--- config.mk ---
export PLATFORM = sky130hd
export DESIGN_NAME = traffic_light_monitor
export DESIGN_NICKNAME = d
export VERILOG_FILES = /design/src/rtl/traffic_light_monitor.sv
export SDC_FILE = /design/constraint.sdc
export NUM_CORES = 1
export LEC_CHECK = 0
export ABC_CLOCK_PERIOD_IN_PS = 6300
export CAP_MARGIN = 0
export CORE_MARGIN = 2
export CORE_UTILIZATION = 49
export CTS_CLUSTER_SIZE = 24
export DETAILED_ROUTE_END_ITERATION = 12
export PLACE_DENSITY_LB_ADDON = 0.05
export SYNTH_ARGS = -nofsm -noshare
export SYNTH_HDL_FRONTEND = slang
export SYNTH_SLANG_ARGS = --single-unit
--- constraint.sdc ---
create_clock -name clk -period 6.3 [get_ports clk]
set_input_delay 1.26 -clock clk [delete_from_list [all_inputs] [get_ports clk]]
set_output_delay 1.26 -clock clk [all_outputs]
set_load 0.01 [all_outputs]
--- src/rtl/traffic_light_monitor.sv ---
// traffic_light_monitor
//
// Conflict monitor between the intersection light controller and the lamp board.
// It registers the controller's lamp vector every cycle and checks each direction for:
//   - a valid lamp encoding
//   - cross-direction conflicts
//   - legal phase order
//   - minimum green and yellow hold times
//   - a maximum time the whole vector may stay unchanged
// The first fault found is latched. While healthy the board sees the controller's
// lamps delayed by one cycle. Once faulted, both directions flash red.
//
// Ports:
//   clk          system clock
//   rst_n        asynchronous active-low reset
//   lights       controller lamp vector {G1,Y1,R1,G2,Y2,R2}, 1 = lamp on
//   clr          synchronous fault clear pulse, honoured only while faulted
//   safe_lights  lamp vector driven to the board, same bit order
//   fault        sticky fault flag
//   fault_code   code of the latched fault, 0 when healthy
//                (1 invalid, 2 conflict, 3 sequence, 4 short yellow, 5 short green, 6 stuck)
//   active       high while the checks are armed (RUN)
module traffic_light_monitor #(
  parameter logic [31:0] MIN_GREEN_CYC  = 32'd200000000,
  parameter logic [31:0] MIN_YELLOW_CYC = 32'd100000000,
  parameter logic [31:0] MAX_PHASE_CYC  = 32'd1000000000,
  parameter logic [31:0] FLASH_CYC      = 32'd50000000
) (
  input  logic       clk,
  input  logic       rst_n,
  input  logic [5:0] lights,
  input  logic       clr,
  output logic [5:0] safe_lights,
  output logic       fault,
  output logic [2:0] fault_code,
  output logic       active
);

  // Per-direction lamp encodings {G,Y,R}
  localparam logic [2:0] LampG = 3'b100;
  localparam logic [2:0] LampY = 3'b010;
  localparam logic [2:0] LampR = 3'b001;

  localparam logic [5:0] BothRed = 6'b001001;

  localparam logic [2:0] CodeNone     = 3'd0;
  localparam logic [2:0] CodeInvalid  = 3'd1;
  localparam logic [2:0] CodeConflict = 3'd2;
  localparam logic [2:0] CodeSequence = 3'd3;
  localparam logic [2:0] CodeShortY   = 3'd4;
  localparam logic [2:0] CodeShortG   = 3'd5;
  localparam logic [2:0] CodeStuck    = 3'd6;

  typedef enum logic [1:0] {StArm, StRun, StFault} state_e;

  state_e state_q, state_d;

  logic [5:0]       lights_q, prev_q;
  logic [1:0][2:0]  cur_dir, prev_dir;     // index 1 = dir1 [5:3], index 0 = dir2 [2:0]
  logic [1:0][31:0] dur_q, dur_d;
  logic [1:0]       first_q, first_d;
  logic [31:0]      stuck_q, stuck_d;
  logic [31:0]      flash_cnt_q, flash_cnt_d;
  logic             flash_q, flash_d;
  logic             fault_q, fault_d;
  logic [2:0]       code_q, code_d;

  logic [1:0]  dir_chg;
  logic        vec_chg;
  logic [31:0] stuck_run;
  logic        chk_invalid, chk_conflict, chk_seq, chk_short_y, chk_short_g, chk_stuck;
  logic [2:0]  det_code;
  logic        det;

  function automatic logic [31:0] sat_inc(input logic [31:0] v);
    return (v == 32'hFFFF_FFFF) ? v : v + 32'd1;
  endfunction

  function automatic logic is_onehot3(input logic [2:0] v);
    return (v == LampG) || (v == LampY) || (v == LampR);
  endfunction

  function automatic logic legal_step(input logic [2:0] from, input logic [2:0] to);
    return ((from == LampG) && (to == LampY)) ||
           ((from == LampY) && (to == LampR)) ||
           ((from == LampR) && (to == LampG));
  endfunction

  assign cur_dir  = lights_q;
  assign prev_dir = prev_q;
  assign dir_chg  = {cur_dir[1] != prev_dir[1], cur_dir[0] != prev_dir[0]};
  assign vec_chg  = |dir_chg;

  // Cycles the full vector has been unchanged, counting the current cycle
  assign stuck_run = vec_chg ? 32'd1 : sat_inc(stuck_q);

  //--------------------------------------------------------------------------
  // Input pipeline: always runs, independent of the FSM
  //--------------------------------------------------------------------------
  always_ff @(posedge clk or negedge rst_n) begin
    if (!rst_n) begin
      lights_q <= BothRed;
      prev_q   <= BothRed;
    end else begin
      lights_q <= lights;
      prev_q   <= lights_q;
    end
  end

  //--------------------------------------------------------------------------
  // Checks on the current vs previous registered vector
  //--------------------------------------------------------------------------
  always_comb begin
    chk_invalid = 1'b0;
    chk_seq     = 1'b0;
    chk_short_y = 1'b0;
    chk_short_g = 1'b0;
    for (int d = 0; d < 2; d++) begin
      if (!is_onehot3(cur_dir[d])) chk_invalid = 1'b1;
      if (dir_chg[d]) begin
        if (!legal_step(prev_dir[d], cur_dir[d])) chk_seq = 1'b1;
        if ((prev_dir[d] == LampY) && (cur_dir[d] == LampR) &&
            (dur_q[d] < MIN_YELLOW_CYC) && !first_q[d]) begin
          chk_short_y = 1'b1;
        end
        if ((prev_dir[d] == LampG) && (cur_dir[d] == LampY) &&
            (dur_q[d] < MIN_GREEN_CYC) && !first_q[d]) begin
          chk_short_g = 1'b1;
        end
      end
    end
  end

  assign chk_conflict = (cur_dir[1][2] | cur_dir[1][1]) & (cur_dir[0][2] | cur_dir[0][1]);
  assign chk_stuck    = (stuck_run == MAX_PHASE_CYC);

  // Lowest code wins; ARM only has a valid current vector, so only static checks apply
  always_comb begin
    det_code = CodeNone;
    if (state_q == StArm) begin
      if (chk_invalid)       det_code = CodeInvalid;
      else if (chk_conflict) det_code = CodeConflict;
    end else if (state_q == StRun) begin
      if (chk_invalid)       det_code = CodeInvalid;
      else if (chk_conflict) det_code = CodeConflict;
      else if (chk_seq)      det_code = CodeSequence;
      else if (chk_short_y)  det_code = CodeShortY;
      else if (chk_short_g)  det_code = CodeShortG;
      else if (chk_stuck)    det_code = CodeStuck;
    end
  end

  assign det = (det_code != CodeNone);

  //--------------------------------------------------------------------------
  // FSM: state register
  //--------------------------------------------------------------------------
  always_ff @(posedge clk or negedge rst_n) begin
    if (!rst_n) begin
      state_q <= StArm;
    end else begin
      state_q <= state_d;
    end
  end

  //--------------------------------------------------------------------------
  // FSM: next state
  //--------------------------------------------------------------------------
  always_comb begin
    state_d = state_q;
    unique case (state_q)
      StArm:   state_d = det ? StFault : StRun;
      StRun:   if (det) state_d = StFault;
      StFault: if (clr) state_d = StArm;
      default: state_d = StArm;
    endcase
  end

  //--------------------------------------------------------------------------
  // Counters, exemption flags, flash and fault latch: next state
  //--------------------------------------------------------------------------
  always_comb begin
    dur_d       = dur_q;
    first_d     = first_q;
    stuck_d     = stuck_q;
    flash_cnt_d = flash_cnt_q;
    flash_d     = flash_q;
    fault_d     = fault_q;
    code_d      = code_q;

    unique case (state_q)
      StArm: begin
        first_d = 2'b11;
      end
      StRun: begin
        for (int d = 0; d < 2; d++) begin
          dur_d[d] = dir_chg[d] ? 32'd1 : sat_inc(dur_q[d]);
          // dur_q is zero only in the first RUN cycle, where prev_q still holds the stale
          // ARM-time vector; that change does not end a timed phase, so the phase in
          // flight at arming stays exempt until its own exit.
          if (dir_chg[d] && (dur_q[d] != 32'd0)) first_d[d] = 1'b0;
        end
        stuck_d = stuck_run;
      end
      StFault: begin
        if (clr) begin
          dur_d       = '0;
          stuck_d     = '0;
          first_d     = 2'b11;
          flash_cnt_d = '0;
          flash_d     = 1'b0;
          fault_d     = 1'b0;
          code_d      = CodeNone;
        end else if (flash_cnt_q == FLASH_CYC - 32'd1) begin
          flash_cnt_d = '0;
          flash_d     = ~flash_q;
        end else begin
          flash_cnt_d = flash_cnt_q + 32'd1;
        end
      end
      default: ;
    endcase

    // Fault entry from ARM or RUN: latch the code and start the flash with red lit
    if ((state_q != StFault) && det) begin
      fault_d     = 1'b1;
      code_d      = det_code;
      flash_d     = 1'b1;
      flash_cnt_d = '0;
    end
  end

  always_ff @(posedge clk or negedge rst_n) begin
    if (!rst_n) begin
      dur_q       <= '0;
      first_q     <= 2'b11;
      stuck_q     <= '0;
      flash_cnt_q <= '0;
      flash_q     <= 1'b0;
      fault_q     <= 1'b0;
      code_q      <= CodeNone;
    end else begin
      dur_q       <= dur_d;
      first_q     <= first_d;
      stuck_q     <= stuck_d;
      flash_cnt_q <= flash_cnt_d;
      flash_q     <= flash_d;
      fault_q     <= fault_d;
      code_q      <= code_d;
    end
  end

  //--------------------------------------------------------------------------
  // FSM: outputs
  //--------------------------------------------------------------------------
  always_comb begin
    active      = (state_q == StRun);
    fault       = fault_q;
    fault_code  = code_q;
    safe_lights = lights_q;
    if (state_q == StFault) safe_lights = {2'b00, flash_q, 2'b00, flash_q};
  end

endmodule

==> results of run 1 <==
==> per-layer routing <==
metal / track usage [%] / routed length, µm
met2: 37.89 / 10550
met5: 0 / 0
met4: 7.421 / 315
met1: 36.48 / 11710
met3: 3.567 / 1112
==> stage by stage <==
step | total power [W] | utilization, % | hold slack, ns
finish | 0.003001 | 54.11 | 0.4377
global route | 0.003162 | 54.11 | 0.4523
CTS | 0.003022 | 54.11 | 0.4414
detailed placement | 0.001981 | 50.89 | 0.4350
global placement | 0.001978 | 50.89 | 0.4377
floorplan | 0.001705 | - | 0.3519
==> sequential cells by signal, indices dropped and copies added (netlist names) <==
name         cells
cur_dir          6
stuck_q         32
flash_q          1
fault            1
state_q          2
dur_q           64
prev_dir         6
flash_cnt_q     32
first_q          2
fault_code       3
==> power by group <==
group	internal (W)	switching, W	total, W	leakage, nW
combinational	0.000271	0.000590	0.000861	1.61
sequential	0.00103	0.0000757	0.00110	2.02
clock	0.000636	0.000400	0.00104	0.289
total	0.00193	0.00107	0.00300	3.92
==> cells in the mapped netlist, drive strengths merged, types with 3 or more instances <==
library cell,number,area (µm²)
a211oi,7,52.55
a21o,4,30.03
a21oi,60,300.3
a22o,3,26.28
a31o,4,35.04
a31oi,37,231.5
and2,6,37.54
and3,24,150.1
and4,12,105.1
buf,20,107.6
clkbuf,45,168.9
dfrtp,143,3578
dfstp,6,157.7
ha,10,125.1
inv,39,146.4
mux2i,5,50.05
nand2,118,442.9
nand2b,8,50.05
nand3,64,320.3
nand4,44,302.8
nor2,121,456.7
nor2b,7,43.79
nor3,32,165.2
nor4,32,225.2
nor4b,4,35.03
o2111ai,3,26.28
o211a,3,30.03
o211ai,7,66.31
o21a,13,97.59
o21ai,125,625.6
o22ai,3,18.77
o311ai,3,33.79
o31ai,19,147.6
o41ai,6,52.55
or2,4,25.03
or3,17,106.4
or4,4,30.03
xnor2,27,236.5
xor2,16,140.1
==> final timing paths <==
kind,endpoint,cells after the start,start
min,prev_dir[0],0,cur_dir[0]
max,fault_code[1],10,stuck_q[0]
max reg2reg,fault_code[1],10,stuck_q[0]
min in group asynchronous,dur_q[12],1,rst_n
max in group asynchronous,flash_cnt_q[9],2,rst_n
min reg2reg,prev_dir[0],0,cur_dir[0]
==> worst max-delay path: stages, from the launching register on <==
cell and delay [ns]:
dfrtp_1 0.47, ha_1 0.32, and2_0 0.33, nand4_4 0.21
o31ai_2 0.57, nor2_1 0.22, xnor2_1 0.18, nor4_2 0.40
nand4_2 0.27, o211ai_4 0.88, o221ai_1 0.21
==> kinds of logic after synthesis <==
| logic type | after synthesis | synth area share, % |
|---|---|---|
| xor gates and xnor gates | 43 | 4.094 |
| buffers and inverters | 105 | 4.638 |
| DFF | 149 | 40.61 |
| and+or+nand+nor | 505 | 27.88 |
| muxes | 5 | 0.5440 |
| adders and majority gates | 10 | 1.360 |
| AOI/OAI and AO/OA | 313 | 20.88 |
==> cell type report <==
class,count,share of cell area (%)
Tap cell,234,2.912
Inverter,40,1.493
Multi-Input combinational cell,876,50.12
Clock buffer,25,5.027
Clock inverter,7,0.9333
Sequential cell,149,37.16
Timing Repair Buffer,25,2.352
==> impl_metrics.env, run 1 <==
export IMPL_cp_data_required_time_ns=6.56
export IMPL_fillers=1758
export IMPL_cp_arrival_ns=4.50
export IMPL_period_minus_slack_ns=4.239
export IMPL_wire_per_inst_um=17.47
export IMPL_clock_sinks=149
export IMPL_synth_nets=1149
export IMPL_grt_pass1_wl_um=39990
export IMPL_drive_above_1_share_pct=5.526
export IMPL_vias_per_cell=6.168
export IMPL_synth_enable_flop_cells=0
export IMPL_preCtsSetupSlack_ns=2.174
export IMPL_grt_setup_unrepaired="false"
export IMPL_regArea_um2=3736
export IMPL_synth_cell_type_count=72
export IMPL_clk_latency_ns=0.43
export IMPL_grt_pass1_vias=7711
export IMPL_status="finished clean"
export IMPL_yosysWarnings=0
export IMPL_htreeDepth=4
export IMPL_die_y_um=141.0
export IMPL_fmax_mhz=235.9
export IMPL_tns_ns=0
export IMPL_drt_iter0_drc=782
export IMPL_postRouteAntennaNets=0
export IMPL_final_cell_mix="dfrtp_1 (143), o21ai_0 (119), nor2_1 (119), nand2_1 (118), nand3_1 (64)"
export IMPL_drt_pre_antenna_iters=6
export IMPL_maxSlewViolCount=0
export IMPL_ios=20
export IMPL_setup_slack_ns=2.061
export IMPL_post_dp_hpwl_um=16160
export IMPL_core_area_um2=18580
export IMPL_ys_ff_latch=149
export IMPL_final_common_cell="dfrtp_1"
export IMPL_grt_max_degree=99
export IMPL_netlist_instances=1130
export IMPL_max_cap_violations=0
export IMPL_placed_cells=1324
export IMPL_syn_area_um2=9200
export IMPL_grt_overflow_total=0
export IMPL_start_kind="flip-flop"
export IMPL_r2r_slack_ns=2.06
export IMPL_instances_no_fill=1356
export IMPL_setup_viol=0
export IMPL_gp_congestion=0.9191
export IMPL_synth_seq_area_share_pct=40.61
export IMPL_tightest_slew_ns=1.031
export IMPL_place_area_um2=9455
export IMPL_layout_nets=1128
export IMPL_crit_path_end_kind="flip-flop"
export IMPL_cts_path_max_buffers=2
export IMPL_fin_area_um2=10050
export IMPL_cts_setup_buffers=0
export IMPL_start_util_pct=49.52
export IMPL_wirelength_um=23700
export IMPL_power_leakage_nw=3.923
export IMPL_cts_hold_buffers_added=0
export IMPL_hold_violations=0
export IMPL_period_share_pct=67.28
export IMPL_fin_skew_ns=0.009220
export IMPL_multiInputGateArea_um2=5040
export IMPL_grtUsageTotal_pct=24.74
export IMPL_cts_tree="done"
export IMPL_area_delta_synth_final_pct=9.288
export IMPL_cts_resized=0
export IMPL_antenna_cells=0
export IMPL_placementRows=50
export IMPL_hp_class="reg2reg"
export IMPL_clk_pin_slew_ns=0.06
export IMPL_die_width_um=141.0
export IMPL_drc=0
export IMPL_p_per_area_nw_per_um2=298.4
export IMPL_max_slew_margin_pct=31.26
export IMPL_cts_buffers=17
export IMPL_crit_type="reg2reg"
export IMPL_synthArstFlopShare_pct=100.0
export IMPL_peakVddDrop_uv=189.5
export IMPL_antenna_found_initial=0
export IMPL_synth_flop_cell="dfrtp_1"
export IMPL_avgSynthCellArea_um2=8.142
export IMPL_routed_via_count=8364
export IMPL_port_buffers=19
export IMPL_cp_max_fo=34
export IMPL_die_area_um2=19890
export IMPL_cts_root_buf="clkbuf_16"
Power figures use the tool's default switching activity.
==> inputs of run 2 (changes only) <==
--- a/config.mk
+++ b/config.mk
@@ -5,7 +5,7 @@
 export SDC_FILE = /design/constraint.sdc
 export NUM_CORES = 1
 export LEC_CHECK = 0
-export ABC_CLOCK_PERIOD_IN_PS = 6300
+export ABC_CLOCK_PERIOD_IN_PS = 4000
 export CAP_MARGIN = 0
 export CORE_MARGIN = 2
 export CORE_UTILIZATION = 49
==> constraint.sdc (replaced) <==
create_clock -name clk -period 4 [get_ports clk]
set_input_delay 0.8 -clock clk [delete_from_list [all_inputs] [get_ports clk]]
set_output_delay 0.8 -clock clk [all_outputs]
set_load 0.01 [all_outputs]
==> run 2 against run 1 <==
Net effect: utilization rose by 0.70 points; via count rose by 1.5%; critical path depth rose by 1; maximum frequency rose by 19%; sequential cell count did not move; non-clock buffer count rose by 13.
==> impl_metrics.env, run 2 (same netlist as run 1, synthesis figures left out) <==
export IMPL_status="finished clean"
export IMPL_gr_usage_met2_pct=38.92
export IMPL_max_stage_delay_ns=0.65
export IMPL_port_buffers=19
export IMPL_wire_per_inst_um=17.68
export IMPL_crit_slowest_cell="nor3_1"
export IMPL_use_met3_pct=3.533
export IMPL_regMostFlops="dur_q"
export IMPL_peakVddDrop_uv=392.9
export IMPL_crit_path_end_kind="flip-flop"
export IMPL_htreeDepth=4
export IMPL_cts_root_buf="clkbuf_16"
export IMPL_grt_pass1_vias=7766
export IMPL_maxSlewViolCount=0
export IMPL_grt_max_degree=74
export IMPL_total_power_w=0.004874
export IMPL_cp_data_required_time_ns=4.30
export IMPL_drt_iter0_drc=777
export IMPL_die_width_um=141.0
export IMPL_grt_setup_unrepaired="false"
export IMPL_postRouteAntennaNets=0
export IMPL_antenna_cells=0
export IMPL_crit_type="reg2reg"
export IMPL_power_leakage_nw=3.993
export IMPL_antenna_found_initial=0
export IMPL_hp_class="in2async"
export IMPL_area_delta_synth_final_pct=10.70
export IMPL_fin_skew_ns=0.01030
export IMPL_start_util_pct=49.52
export IMPL_max_slew_margin_pct=30.65
export IMPL_worstPathCellList="ha_1 -> and2_0 -> nand4_4 -> nor3_1 -> nand2b_1 -> a31o_1 -> nor4_2 -> nand4_2 -> o211ai_4 -> buf_12 -> o221ai_1"
export IMPL_max_cap_violations=0
export IMPL_placementRows=50
export IMPL_ios=20
export IMPL_cp_arrival_ns=3.85
export IMPL_tns_ns=0
export IMPL_grt_pass1_wl_um=40750
export IMPL_p_per_area_nw_per_um2=478.5
export IMPL_cts_tree="done"
export IMPL_cts_hold_buffers_added=0
export IMPL_grtUsageTotal_pct=25.42
export IMPL_layout_nets=1141
export IMPL_vias_per_cell=6.199
export IMPL_reg_top3="dur_q (64), flash_cnt_q (32), stuck_q (32)"
export IMPL_clk_pin_slew_ns=0.07
export IMPL_drc=0
export IMPL_grt_busiest_layer="met2"
export IMPL_hold_violations=0
export IMPL_final_cell_mix="dfrtp_1 (143), o21ai_0 (119), nor2_1 (119), nand2_1 (118), nand3_1 (64)"
export IMPL_die_area_um2=19890
export IMPL_wirelength_um=24200
export IMPL_period_minus_slack_ns=3.552
export IMPL_die_y_um=141.0
export IMPL_tightest_slew_ns=1.038
export IMPL_cts_path_max_buffers=2
export IMPL_grt_use_met1_pct=37.63
export IMPL_instances_no_fill=1369
export IMPL_largest_register_ffs=64
export IMPL_fin_util_pct=54.81
export IMPL_cts_resized=0
export IMPL_cts_buffers=17
export IMPL_crit_buf_inv=1
export IMPL_drive_above_1_share_pct=6.872
export IMPL_cp_max_fo=34
export IMPL_cts_setup_buffers=0
export IMPL_start_kind="flip-flop"
export IMPL_clock_sinks=149
export IMPL_post_dp_hpwl_um=16730
export IMPL_routed_via_count=8487
export IMPL_cpLargestDelayFamily="simple AND/OR/NAND/NOR gates"
export IMPL_grt_overflow_total=0
export IMPL_fmax_mhz=281.5
export IMPL_final_common_cell="dfrtp_1"
export IMPL_drt_pre_antenna_iters=5
export IMPL_placed_cells=1337
export IMPL_gp_congestion=0.8942
export IMPL_core_area_um2=18580
export IMPL_period_share_pct=88.81
export IMPL_clk_latency_ns=0.44
export IMPL_hold_slack_ns=0.3124
export IMPL_setup_viol=0
-- run 2: cell count changes in the layout (fill, tap and decap cells not counted) --
cell and delta:
buf_12 +2, buf_4 +11, clkbuf_1 -3, inv_8 +3
inv_6 +3, clkinvlp_4 +2, clkinv_2 -2, clkinv_4 +1
clkbuf_8 -4
-- run 2: final cells by class --
| type | instances | area, µm² |
|---|---|---|
| fillers | 1751 | 8396 |
| multi-input cells | 876 | 5040 |
| flip-flops and latches | 149 | 3736 |
| clock buffers | 18 | 439.2 |
| repair buffers | 38 | 359.1 |
| well taps | 234 | 292.8 |
| clock inverters | 14 | 167.7 |
| inverters | 40 | 150.1 |
-- run 2: worst reg2reg max path, cell delays in order, from the launching register on --
cell      delay (ns)
dfrtp_1         0.45
ha_1            0.32
and2_0          0.33
nand4_4         0.20
nor3_1          0.65
nand2b_1        0.11
a31o_1          0.21
nor4_2          0.29
nand4_2         0.23
o211ai_4        0.27
buf_12          0.22
o221ai_1        0.13
-- run 2: power by group --
part	internal, W	switching, W
clock	0.000955	0.000727
combinational	0.000504	0.000952
sequential	0.00162	0.000118
-- run 2: worst paths after layout --
kind	startpoint	to	slack [ns]	cells past startpoint
setup / recovery	stuck_q[0]	fault_code[1]	0.45	11
hold / removal	rst_n	dur_q[14]	0.31	1
setup reg to reg	stuck_q[0]	fault_code[1]	0.45	11
hold reg to reg	cur_dir[3]	prev_dir[3]	0.44	0
max in group asynchronous	rst_n	prev_dir[3]	2.87	2
min in group clk	cur_dir[3]	prev_dir[3]	0.44	0
-- run 2: per-layer routing --
| layer | share of wire [%] | wire length (µm) |
|---|---|---|
| met5 | 0 | 0 |
| met4 | 1.7 | 414 |
| met3 | 4.6 | 1120 |
| met2 | 45 | 10810 |
| met1 | 49 | 11860 |
-- run 2: metrics by stage --
stage          worst slack, ns  area [µm²]
2_1_floorplan            1.033        9200
3_3_place_gp            0.6320        9578
3_5_place_dp            0.4932        9578
4_1_cts                 0.4750       10180
5_1_grt                 0.1422       10180
6_report                0.4476       10180
